## config.mk

```make
export PLATFORM = sky130hd
export DESIGN_NAME = prio_arb_enc
export DESIGN_NICKNAME = d
export VERILOG_FILES = /design/src/rtl/prio_arb_pkg.sv /design/src/rtl/prio_enc_n.sv /design/src/rtl/prio_arb_enc.sv
export SDC_FILE = /design/constraint.sdc
export NUM_CORES = 1
export LEC_CHECK = 0
export CORE_MARGIN = 2
export CORE_UTILIZATION = 45
export CTS_CLUSTER_DIAMETER = 100
export DETAILED_ROUTE_END_ITERATION = 8
export MAX_ROUTING_LAYER = met4
export PLACE_DENSITY = 0.7
export RECOVER_POWER = 100
export REMOVE_ABC_BUFFERS = 1
export SYNTH_ARGS = -nofsm -noshare
export SYNTH_HDL_FRONTEND = slang
export SYNTH_SLANG_ARGS = --single-unit
```

## constraint.sdc

```tcl
create_clock -name clk -period 9.7 [get_ports clk]
set_input_delay 0.97 -clock clk [delete_from_list [all_inputs] [get_ports clk]]
set_output_delay 0.97 -clock clk [all_outputs]
set_load 0.03 [all_outputs]
```

## src/rtl/prio_arb_pkg.sv

```systemverilog
// Shared types for the prio_arb_enc arbiter/encoder.
//   arb_mode_t  : selection policy, FIXED (highest index first) or RR.
//   arb_state_t : grant FSM states.
package prio_arb_pkg;

    typedef enum logic {
        FIXED = 1'b0,
        RR    = 1'b1
    } arb_mode_t;

    typedef enum logic {
        IDLE  = 1'b0,
        GRANT = 1'b1
    } arb_state_t;

endpackage : prio_arb_pkg

```

## src/rtl/prio_enc_n.sv

```systemverilog
// Combinational N-input priority encoder: index of the highest set bit.
// Ports:
//   in_vec  in  N   candidate vector
//   idx_c   out CW  index of highest set bit (0 when none set)
//   found_c out 1   at least one bit of in_vec is set
module prio_enc_n #(
    parameter int unsigned N  = 8,
    parameter int unsigned CW = $clog2(N)
) (
    input  logic [N-1:0]  in_vec,
    output logic [CW-1:0] idx_c,
    output logic          found_c
);

    // Ascending scan so the last (highest) set bit wins.
    always_comb begin
        idx_c   = '0;
        found_c = 1'b0;
        for (int unsigned i = 0; i < N; i++) begin
            if (in_vec[i]) begin
                idx_c   = CW'(i);
                found_c = 1'b1;
            end
        end
    end

endmodule : prio_enc_n

```

## src/rtl/prio_arb_enc.sv

```systemverilog
// Registered N-input arbiter: accumulates requests into a sticky pending
// set and presents one selected index at a time on a valid/ready handshake.
// Ports:
//   clk      in  1   clock, rising edge
//   rst      in  1   synchronous active-high reset
//   req      in  N   request bits; each set bit arms its pending bit
//   mode     in  1   0 = FIXED (highest index), 1 = round-robin; used at load
//   code     out CW  granted index, held while valid && !ready
//   valid    out 1   code holds an unaccepted grant
//   ready    in  1   consumer accepts code on valid && ready
//   pending  out N   registered pending set
module prio_arb_enc
    import prio_arb_pkg::*;
#(
    parameter int unsigned N  = 8,
    parameter int unsigned CW = $clog2(N)
) (
    input  logic          clk,
    input  logic          rst,
    input  logic [N-1:0]  req,
    input  logic          mode,
    output logic [CW-1:0] code,
    output logic          valid,
    input  logic          ready,
    output logic [N-1:0]  pending
);

    localparam int unsigned SW = CW + 1;

    arb_state_t    state_q,   state_d;
    logic [CW-1:0] code_q,    code_d;
    logic          valid_q,   valid_d;
    logic [N-1:0]  pending_q, pending_d;
    logic [CW-1:0] rr_ptr_q,  rr_ptr_d;

    logic          accept;
    logic [N-1:0]  clr;
    logic [N-1:0]  cand;
    logic [CW-1:0] ptr_eff;
    logic [N-1:0]  rot_cand;
    logic [CW-1:0] fix_idx;
    logic          fix_found;
    logic [CW-1:0] rot_idx;
    logic          rot_found;
    logic [SW-1:0] rr_sum;
    logic [CW-1:0] rr_idx;
    logic [CW-1:0] sel_idx;
    logic          sel_found;

    // Candidate set: pending minus the bit being accepted, plus same-cycle requests.
    always_comb begin
        accept = valid_q && ready;
        clr    = accept ? (N'(1) << code_q) : '0;
        cand   = (pending_q & ~clr) | req;
        // The pointer moves to the accepted code in this very cycle, so a
        // back-to-back RR load must search from that code, not the old pointer.
        ptr_eff = accept ? code_q : rr_ptr_q;
    end

    // Rotate so that index ptr_eff-1 lands on the top bit and ptr_eff on bit 0.
    always_comb begin
        int unsigned k;
        rot_cand = '0;
        for (int unsigned j = 0; j < N; j++) begin
            k = j + 32'(ptr_eff);
            if (k >= N) begin
                k = k - N;
            end
            rot_cand[j] = cand[k];
        end
    end

    prio_enc_n #(.N(N), .CW(CW)) u_enc_fixed (
        .in_vec  (cand),
        .idx_c   (fix_idx),
        .found_c (fix_found)
    );

    prio_enc_n #(.N(N), .CW(CW)) u_enc_rr (
        .in_vec  (rot_cand),
        .idx_c   (rot_idx),
        .found_c (rot_found)
    );

    // Undo the rotation modulo N and pick the policy for this load.
    always_comb begin
        rr_sum = {1'b0, rot_idx} + {1'b0, ptr_eff};
        if (rr_sum >= SW'(N)) begin
            rr_sum = rr_sum - SW'(N);
        end
        rr_idx = rr_sum[CW-1:0];

        if (arb_mode_t'(mode) == RR) begin
            sel_idx   = rr_idx;
            sel_found = rot_found;
        end else begin
            sel_idx   = fix_idx;
            sel_found = fix_found;
        end
    end

    // Grant FSM next-state and register inputs.
    always_comb begin
        state_d   = state_q;
        code_d    = code_q;
        valid_d   = valid_q;
        rr_ptr_d  = rr_ptr_q;
        pending_d = cand;

        case (state_q)
            IDLE: begin
                valid_d = 1'b0;
                if (sel_found) begin
                    code_d  = sel_idx;
                    valid_d = 1'b1;
                    state_d = GRANT;
                end
            end
            GRANT: begin
                valid_d = 1'b1;
                if (ready) begin
                    rr_ptr_d = code_q;
                    if (sel_found) begin
                        code_d = sel_idx;
                    end else begin
                        valid_d = 1'b0;
                        state_d = IDLE;
                    end
                end
            end
            default: begin
                state_d = IDLE;
                valid_d = 1'b0;
            end
        endcase
    end

    // State registers; reset overrides any same-cycle handshake.
    always_ff @(posedge clk) begin
        if (rst) begin
            state_q   <= IDLE;
            code_q    <= '0;
            valid_q   <= 1'b0;
            pending_q <= '0;
            rr_ptr_q  <= '0;
        end else begin
            state_q   <= state_d;
            code_q    <= code_d;
            valid_q   <= valid_d;
            pending_q <= pending_d;
            rr_ptr_q  <= rr_ptr_d;
        end
    end

    assign code    = code_q;
    assign valid   = valid_q;
    assign pending = pending_q;

endmodule : prio_arb_enc

```

==> results of run 1 <==
[worst max path at each step]
stage          startpoint  endpoint  slack (ns)  cells after the start
2_1_floorplan       ready   code[2]        5.01                     19
3_3_place_gp        ready   code[2]        4.02                     20
3_5_place_dp        ready   code[2]        3.88                     20
4_1_cts             ready   code[2]        4.16                     20
5_1_grt             ready   code[2]        3.16                     19
6_report            ready   code[2]        3.62                     19
[stage by stage]
step	instances	cell area (sq um)	setup slack [ns]	util, %	total power (W)
after detailed placement	250	1780	3.88	53.9	0.000192
after CTS	254	1810	4.16	54.7	0.000231
after global routing	254	1790	3.16	54.0	0.000244
after floorplan	180	1490	5.01	-	0.000155
final	254	1790	3.62	54.0	0.000229
after global placement	250	1780	4.02	53.9	0.000190
[routing by layer]
| layer | vias to the layer above | share of wire [%] | track usage (%) |
|---|---|---|---|
| met5 | - | 0 | - |
| li1 | 749 | - | - |
| met2 | 96 | 49 | 42.5 |
| met3 | 7 | 9.1 | 3.06 |
| met1 | 744 | 41 | 32.6 |
| met4 | 0 | 0.83 | 4.17 |
[final cells by class]
cell class	count	area (sq um)	area share, %
clock buffers	3	22.5	1.26
flip-flops and latches	15	300	16.8
inverters	8	30.0	1.68
clock inverters	1	5.00	0.280
well taps	46	57.6	3.22
repair buffers	24	234	13.1
multi-input cells	157	1140	63.7
[placed cells by master, fill, tap and decap left out, types with 4 or more instances in the layout]
cell type and count:
dfxtp_1 15, mux2i_1 7, a21o_1 4, dlygate4sd3_1 13, nor2b_1 4, nor3_1 5, a22oi_1 6, nand2_1 16
mux4_2 4, clkdlybuf4s50_1 10, or2_2 4, nand3_1 4, inv_1 7, a21oi_1 14, nand2b_1 7, nor2_1 23
[cells by family after synthesis]
family          synth area share, %
compound gates                 27.2
xor+xnor                       1.71
fa+ha+maj                      3.75
flops                          19.6
simple gates                   28.4
mux                            14.4
buf+inv                        4.97
[Yosys cell counts, types with 2 or more instances]
cell type,count,area (sq um)
a211o_1,2,17.5
a211oi_1,3,22.5
a21bo_2,2,20.0
a21o_1,4,30.0
a21oi_1,13,65.1
a22oi_1,6,45.0
a31oi_1,3,18.8
and2_1,2,12.5
and3_1,3,18.8
buf_4,3,22.5
clkbuf_1,4,15.0
dfxtp_1,15,300
ha_1,3,37.5
inv_1,7,26.3
mux2_2,2,22.5
mux2i_1,7,70.1
mux4_2,4,90.1
nand2_1,15,56.3
nand2b_1,7,43.8
nand3_1,4,20.0
nand4_1,2,12.5
nor2_1,23,86.3
nor2b_1,4,25.0
nor3_1,5,25.0
o21ai_0,2,10.0
o221ai_1,2,17.5
o31a_1,2,17.5
o31ai_1,3,22.5
o41ai_1,2,17.5
or2_2,4,25.0
or3_1,2,12.5
xnor2_1,3,26.3
[worst register-to-register path, delay by kind of cell, from the launching register on]
kind,cells,cell delay [ns]
XOR/XNOR,2,0.43
AO/OA/AOI/OAI,6,1.66
multiplexers,2,0.69
adder cells (fa/ha/maj),3,0.62
flip-flops,1,0.56
AND/OR/NAND/NOR,2,0.80
buffers and inverters,3,0.37
[registers in the layout, indices dropped and copies added (netlist names)]
register / cells
pending: 8
valid: 1
rr_ptr_q: 3
code: 3
[power groups by stage]
stage | clock network [W] | registers, W | logic (W)
2_1_floorplan | 0 | 0.0000847 | 0.0000700
3_3_place_gp | 0 | 0.0000787 | 0.000111
3_5_place_dp | 0 | 0.0000790 | 0.000113
4_1_cts | 0.0000403 | 0.0000777 | 0.000113
5_1_grt | 0.0000441 | 0.0000785 | 0.000121
6_report | 0.0000398 | 0.0000778 | 0.000111
==> metrics.md, run 1 <==
| Metric | Value |
|---|---|
| Synthesized area | 0.00153 sq mm |
| Clock Power Share | 17.4% |
| Core Rows | 21 |
| Crit path max fanout | 15 |
| PwrDens | 128 mW/mm^2 |
| Hold Startpoint | pending[0] |
| Vias | 1596 |
| Die span in y | 62.4 microns |
| WP data arrival | 6.31 ns |
| CP required | 9.93 ns |
| CP peak stage delay | 0.85 ns |
| Critical path, cell by cell | dlygate4sd3_1 -> nand2_1 -> a21boi_0 -> inv_1 -> ha_1 -> xnor2_1 -> mux4_2 -> o21ai_0 -> a21oi_1 -> or3b_1 -> a21o_1 -> ha_1 -> inv_1 -> fa_1 -> xnor2_1 -> inv_1 -> a21o_1 -> a311o_1 -> mux2i_1 |
| Clock transition at path regs | 0.11 ns |
| Post-synth EDFFs | 0 |
| CP Launch Type | input pin |
| Sw power | 0.0000977 W |
| Die area | 0.00389 sq mm |
| Comb power frac | 48.6% |
| Die width | 62.4 microns |
| Root Driver | clkbuf_4 |
| Hold slack final | 0.647 ns |
| Vias in the first global route | 1489 |
| Antenna cell count | 0 |
| Clock sinks | 15 |
| Synth async-reset ratio | 0% |
| TritonCTS clock tree | done |
| Post-cts sizing count | 0 |
| Final hold vios | 0 |
| CP Buf/Inv Count | 4 |
| CTS Hold Bufs | 0 |
| Htree depth | 1 |
| Reg2reg start | valid |
| GRT Resource Usage Total | 25.0% |
| Final min period | 6.08 ns |
| Crit Path Category | input pin to flip-flop |
| Slew Viols, Final | 0 |
| Drt total wl | 4.57 mm |
| Clock Skews | 0.00805 ns |
| First-pass iteration count of the detailed router | 5 |
| Worst R2R End | code[2] |
| Tcrit/Tclk final | 62.7% |
| Worst Reg-to-Reg Cells | 18 |
| Hold EP | pending[0] |
| NumNets Final | 225 |
| Worst Hold Class | flip-flop to flip-flop |
| Sequential share of power | 34.0% |
| DRC Markers | 0 |
| TNS Setup | 0 ns |
| Antenna-violating nets left | 0 |
| Max frequency | 164 MHz |
| Status | finished, final reports clean |
| Post-Syn Instances | 189 |
| Layout cells sized above 1 | 10.6% |
| Mean Syn Cell Area | 8.12 sq um |
| Clock latency at the later pin of the worst-skew pair | 0.30 ns |
| Dpl hpwl | 3.51 mm |
| GRT Residual Overflow | 0 |
| Slowest-stage cell, CP | a21boi_0 |
| Clk buf depth | 2 |
| Gp weighted congestion | 0.892 |
| Input/output buffers | 23 |
| Switching fraction of total power | 42.7% |
| Post-CTS Setup Inserts | 0 |
| Power Internal | 0.000131 W |
| RSZ-0062 raised after global routing | no |
| Drt initial violations | 135 |
| Area growth syn-to-layout | 16.6% |
| Worst Setup End Kind | flip-flop |
| Core ar. | 0.00331 sq mm |
| Fill cells | 341 |
| Drt wl/cell | 18.0 microns |
| Slew Limit Headroom | 33.9% |
| Pin count of the biggest net entering global routing | 19 |
| Vias per inst | 6.28 |
| Least-Margin Pin Slew | 0.979 ns |
| Num CTS Buffers | 3 |
| Leakage power | 0.726 nW |
| First-pass GRT wire length | 7.46 mm |
| Total I/O pin count | 24 |
| Total of warnings raised by yosys | 0 |
| Initial Util | 46.3% |
| Cell mode on critical path | inv_1 |
| Max-cap violations | 0 |
| Most used DFF post-synth | dfxtp_1 |
| Worst hold path depth | 2 |
| VDD IR max | 65.0 uV |
| Post-synth cell types | 58 |
| Crit path max-delay family | compound AO/OA/AOI/OAI gates |
| Setup violations, final | 0 |
| Post-synthesis sequential area ratio | 19.6% |
| Reg2Reg Setup Slack | 4.49 ns |
| Antenna violations before repair | 0 |
| #FFs+latches synth | 15 |
No activity file was read; power rests on OpenSTA's default activity.
==> run 2, diff against run 1 <==
Settings changed: PLACE_DENSITY 0.7 to 0.72.
Clock period 9.7 ns to 5.4 ns, I/O delays scaled along.
==> run 2 against run 1 <==
Against the previous run:
- count of clock-buffer cells in the layout rose by 1
- combinational power rose by 95%
- critical endpoint unchanged
- global-route usage rose by 0.16 points
- non-clock buffer count rose by 6
- critical path depth fell by 1
- final cell count rose by 2.4%
- clock skew rose by 0.0052 ns
- design area rose by 2.2%
- worst hold slack improved by 0.00081 ns
- sequential cell count did not move
- register-to-register slack got worse by 3.4 ns
- sequential share of layout area fell by 0.36 points
==> metrics.md, run 2 (synthesis gave the netlist of run 1 again) <==
| Metric | Value |
|---|---|
| Status | finished, final reports clean (unchanged) |
| Post-cts sizing count | 0 (unchanged) |
| Worst R2R End | code[2] (unchanged) |
| CP Launch Type | input pin (unchanged) |
| Power Internal | 0.000241 W (was 0.000131 W) |
| Die area | 0.00389 sq mm (unchanged) |
| Tcrit/Tclk final | 89.5% |
| Area after DPL | 0.00183 sq mm (was 0.00178 sq mm) |
| Max-cap violations | 0 (unchanged) |
| Clock Skews | 0.0133 ns (was 0.00805 ns) |
| GRT Resource Usage Total | 25.1% (was 25.0%) |
| Leakage power | 0.746 nW (was 0.726 nW) |
| Drt initial violations | 139 (was 135) |
| Core ar. | 0.00331 sq mm (unchanged) |
| WP data arrival | 5.08 ns (was 6.31 ns) |
| Max FFs per register | 8 (unchanged) |
| Layout cells sized above 1 | 12.1% (was 10.6%) |
| TritonCTS clock tree | done (unchanged) |
| Worst hold path depth | 2 (unchanged) |
| Worst Setup End Kind | flip-flop (unchanged) |
| Clock Power Share | 17.2% (was 17.4%) |
| Sw power | 0.000178 W (was 0.0000977 W) |
| Crit path max-delay family | simple AND/OR/NAND/NOR gates (was compound AO/OA/AOI/OAI gates) |
| Finished Layout Cells | 260 (was 254) |
| Clock sinks | 15 (unchanged) |
| Final hold vios | 0 (unchanged) |
| Least-Margin Pin Slew | 0.853 ns (was 0.979 ns) |
| Most common cell after layout, fill and taps aside | nor2_1 (unchanged) |
| Htree depth | 1 (unchanged) |
| GRT Residual Overflow | 0 (unchanged) |
| Crit path max fanout | 9 (was 15) |
| Area growth syn-to-layout | 19.1% (was 16.6%) |
| Vias per inst | 6.28 (about the same) |
| Worst Reg-to-Reg Cells | 20 (was 18) |
| Reg2Reg Setup Slack | 1.08 ns (was 4.49 ns) |
| Critical path, cell by cell | dlygate4sd3_1 -> clkbuf_1 -> a21boi_2 -> nor2_1 -> xnor2_1 -> mux4_2 -> nand2_1 -> a21oi_1 -> or3b_1 -> a21o_1 -> ha_1 -> inv_1 -> fa_1 -> xnor2_1 -> inv_1 -> a21o_1 -> a311o_1 -> mux2i_1 (was dlygate4sd3_1 -> nand2_1 -> a21boi_0 -> inv_1 -> ha_1 -> xnor2_1 -> mux4_2 -> o21ai_0 -> a21oi_1 -> or3b_1 -> a21o_1 -> ha_1 -> inv_1 -> fa_1 -> xnor2_1 -> inv_1 -> a21o_1 -> a311o_1 -> mux2i_1) |
| First-pass iteration count of the detailed router | 5 (unchanged) |
| Clock transition at path regs | 0.11 ns (about the same) |
| Die span in y | 62.4 microns (unchanged) |
| Core Rows | 21 (unchanged) |
| Worst Hold Class | flip-flop to flip-flop (unchanged) |
| Post-Place Cells | 256 (was 250) |
| Fill cells | 340 (was 341) |
| RSZ-0062 raised after global routing | no (unchanged) |
| Post-CTS Setup Inserts | 0 (unchanged) |
| Pre-CTS setup slack | 0.529 ns (was 3.88 ns) |
| Total I/O pin count | 24 (unchanged) |
| Crit Path Category | input pin to flip-flop (unchanged) |
| Root Driver | clkbuf_4 (unchanged) |
| Pin count of the biggest net entering global routing | 19 (unchanged) |
| PwrDens | 229 mW/mm^2 (was 128 mW/mm^2) |
| Drt wl/cell | 17.8 microns (was 18.0 microns) |
| Final instance area | 0.00183 sq mm (was 0.00179 sq mm) |
| DRC Markers | 0 (unchanged) |
| Gp weighted congestion | 0.981 (was 0.892) |
| CP required | 5.64 ns (was 9.93 ns) |
| Antenna-violating nets left | 0 (unchanged) |
| Final worst-path setup slack | 0.564 ns (was 3.62 ns) |
| Post-layout util | 55.2% (was 54.0%) |
| TNS Setup | 0 ns (unchanged) |
| Hold EP | pending[0] (unchanged) |
| CTS Hold Bufs | 0 (unchanged) |
| Vias | 1633 (was 1596) |
| Final min period | 4.84 ns |
| Drt total wl | 4.62 mm (was 4.57 mm) |
| Vias in the first global route | 1548 (was 1489) |
| Switching fraction of total power | 42.4% (was 42.7%) |
| First-pass GRT wire length | 7.65 mm (was 7.46 mm) |
| Die width | 62.4 microns (unchanged) |
| Most frequent cells in the layout | 24 x nor2_1, 15 x nand2_1, 15 x dfxtp_1 (was 23 x nor2_1, 16 x nand2_1, 15 x dfxtp_1) |
| Comb power frac | 51.8% (was 48.6%) |
| Sequential share of power | 31.1% (was 34.0%) |
| Max frequency | 207 MHz |
| Reg2reg start | valid (unchanged) |
| Clock latency at the later pin of the worst-skew pair | 0.30 ns (about the same) |
| Antenna violations before repair | 0 (unchanged) |
| CP peak stage delay | 0.67 ns (was 0.85 ns) |
| NumNets Final | 231 (was 225) |
| Hold Startpoint | pending[0] (unchanged) |
| Dpl hpwl | 3.54 mm (was 3.51 mm) |
| Slew Viols, Final | 0 (unchanged) |
| Slowest-stage cell, CP | nor2_1 (was a21boi_0) |
| Initial Util | 46.3% (unchanged) |
| Clk buf depth | 2 (unchanged) |
| Setup violations, final | 0 (unchanged) |
| Slew Limit Headroom | 42.9% (was 33.9%) |
| Input/output buffers | 23 (unchanged) |
| VDD IR max | 149 uV (was 65.0 uV) |
| Num CTS Buffers | 3 (unchanged) |
| Antenna cell count | 0 (unchanged) |
| CP Buf/Inv Count | 4 (unchanged) |
==> run 2: worst max path at each step <==
stage	to	start	slack, ns	cells after the start
detailed placement	code[2]	ready	0.53	20
finish	code[2]	ready	0.56	18
global placement	code[2]	ready	0.66	19
floorplan	code[2]	valid	1.02	18
global route	code[2]	ready	0.35	18
CTS	code[2]	ready	0.83	20
==> run 2: cell type report <==
| type | instances | area (sq um) | share of cell area (%) |
|---|---|---|---|
| tap | 46 | 57.6 | 3.15 |
| inverter | 8 | 30.0 | 1.64 |
| multi-input combinational | 157 | 1140 | 62.5 |
| clock buffer | 4 | 26.3 | 1.44 |
| sequential | 15 | 300 | 16.4 |
| timing repair buffer | 30 | 272 | 14.9 |
==> run 2: power by group through the flow <==
stage / clock (W) / combinational, W / sequential, W
CTS: 0.0000723 / 0.000220 / 0.000130
floorplan: 0 / 0.000126 / 0.000152
detailed placement: 0 / 0.000218 / 0.000133
finish: 0.0000720 / 0.000217 / 0.000130
global route: 0.0000755 / 0.000234 / 0.000132
global placement: 0 / 0.000215 / 0.000133
==> run 2: stage by stage <==
| stage | total power (W) | hold WS [ns] |
|---|---|---|
| 6_report | 0.000419 | 0.648 |
| 5_1_grt | 0.000441 | 0.731 |
| 4_1_cts | 0.000422 | 0.654 |
| 3_5_place_dp | 0.000351 | 0.625 |
| 3_3_place_gp | 0.000348 | 0.590 |
| 2_1_floorplan | 0.000278 | 0.609 |
==> run 2: metal layers <==
metal,GRT usage [%],up-vias,routed length (microns),share of wire (%)
li1,-,758,-,-
met2,38.9,102,2160,47
met3,3.42,15,417,9.0
met1,34.4,758,1950,42
met5,-,-,0,0
met4,7.78,0,95,2.1
==> run 2: tightest hold or removal path: cells and delay by family (launching register included) <==
family	cells	cell delay [ns]
AOI/OAI and AO/OA	1	0.14
DFF	1	0.39
and+or+nand+nor	1	0.09
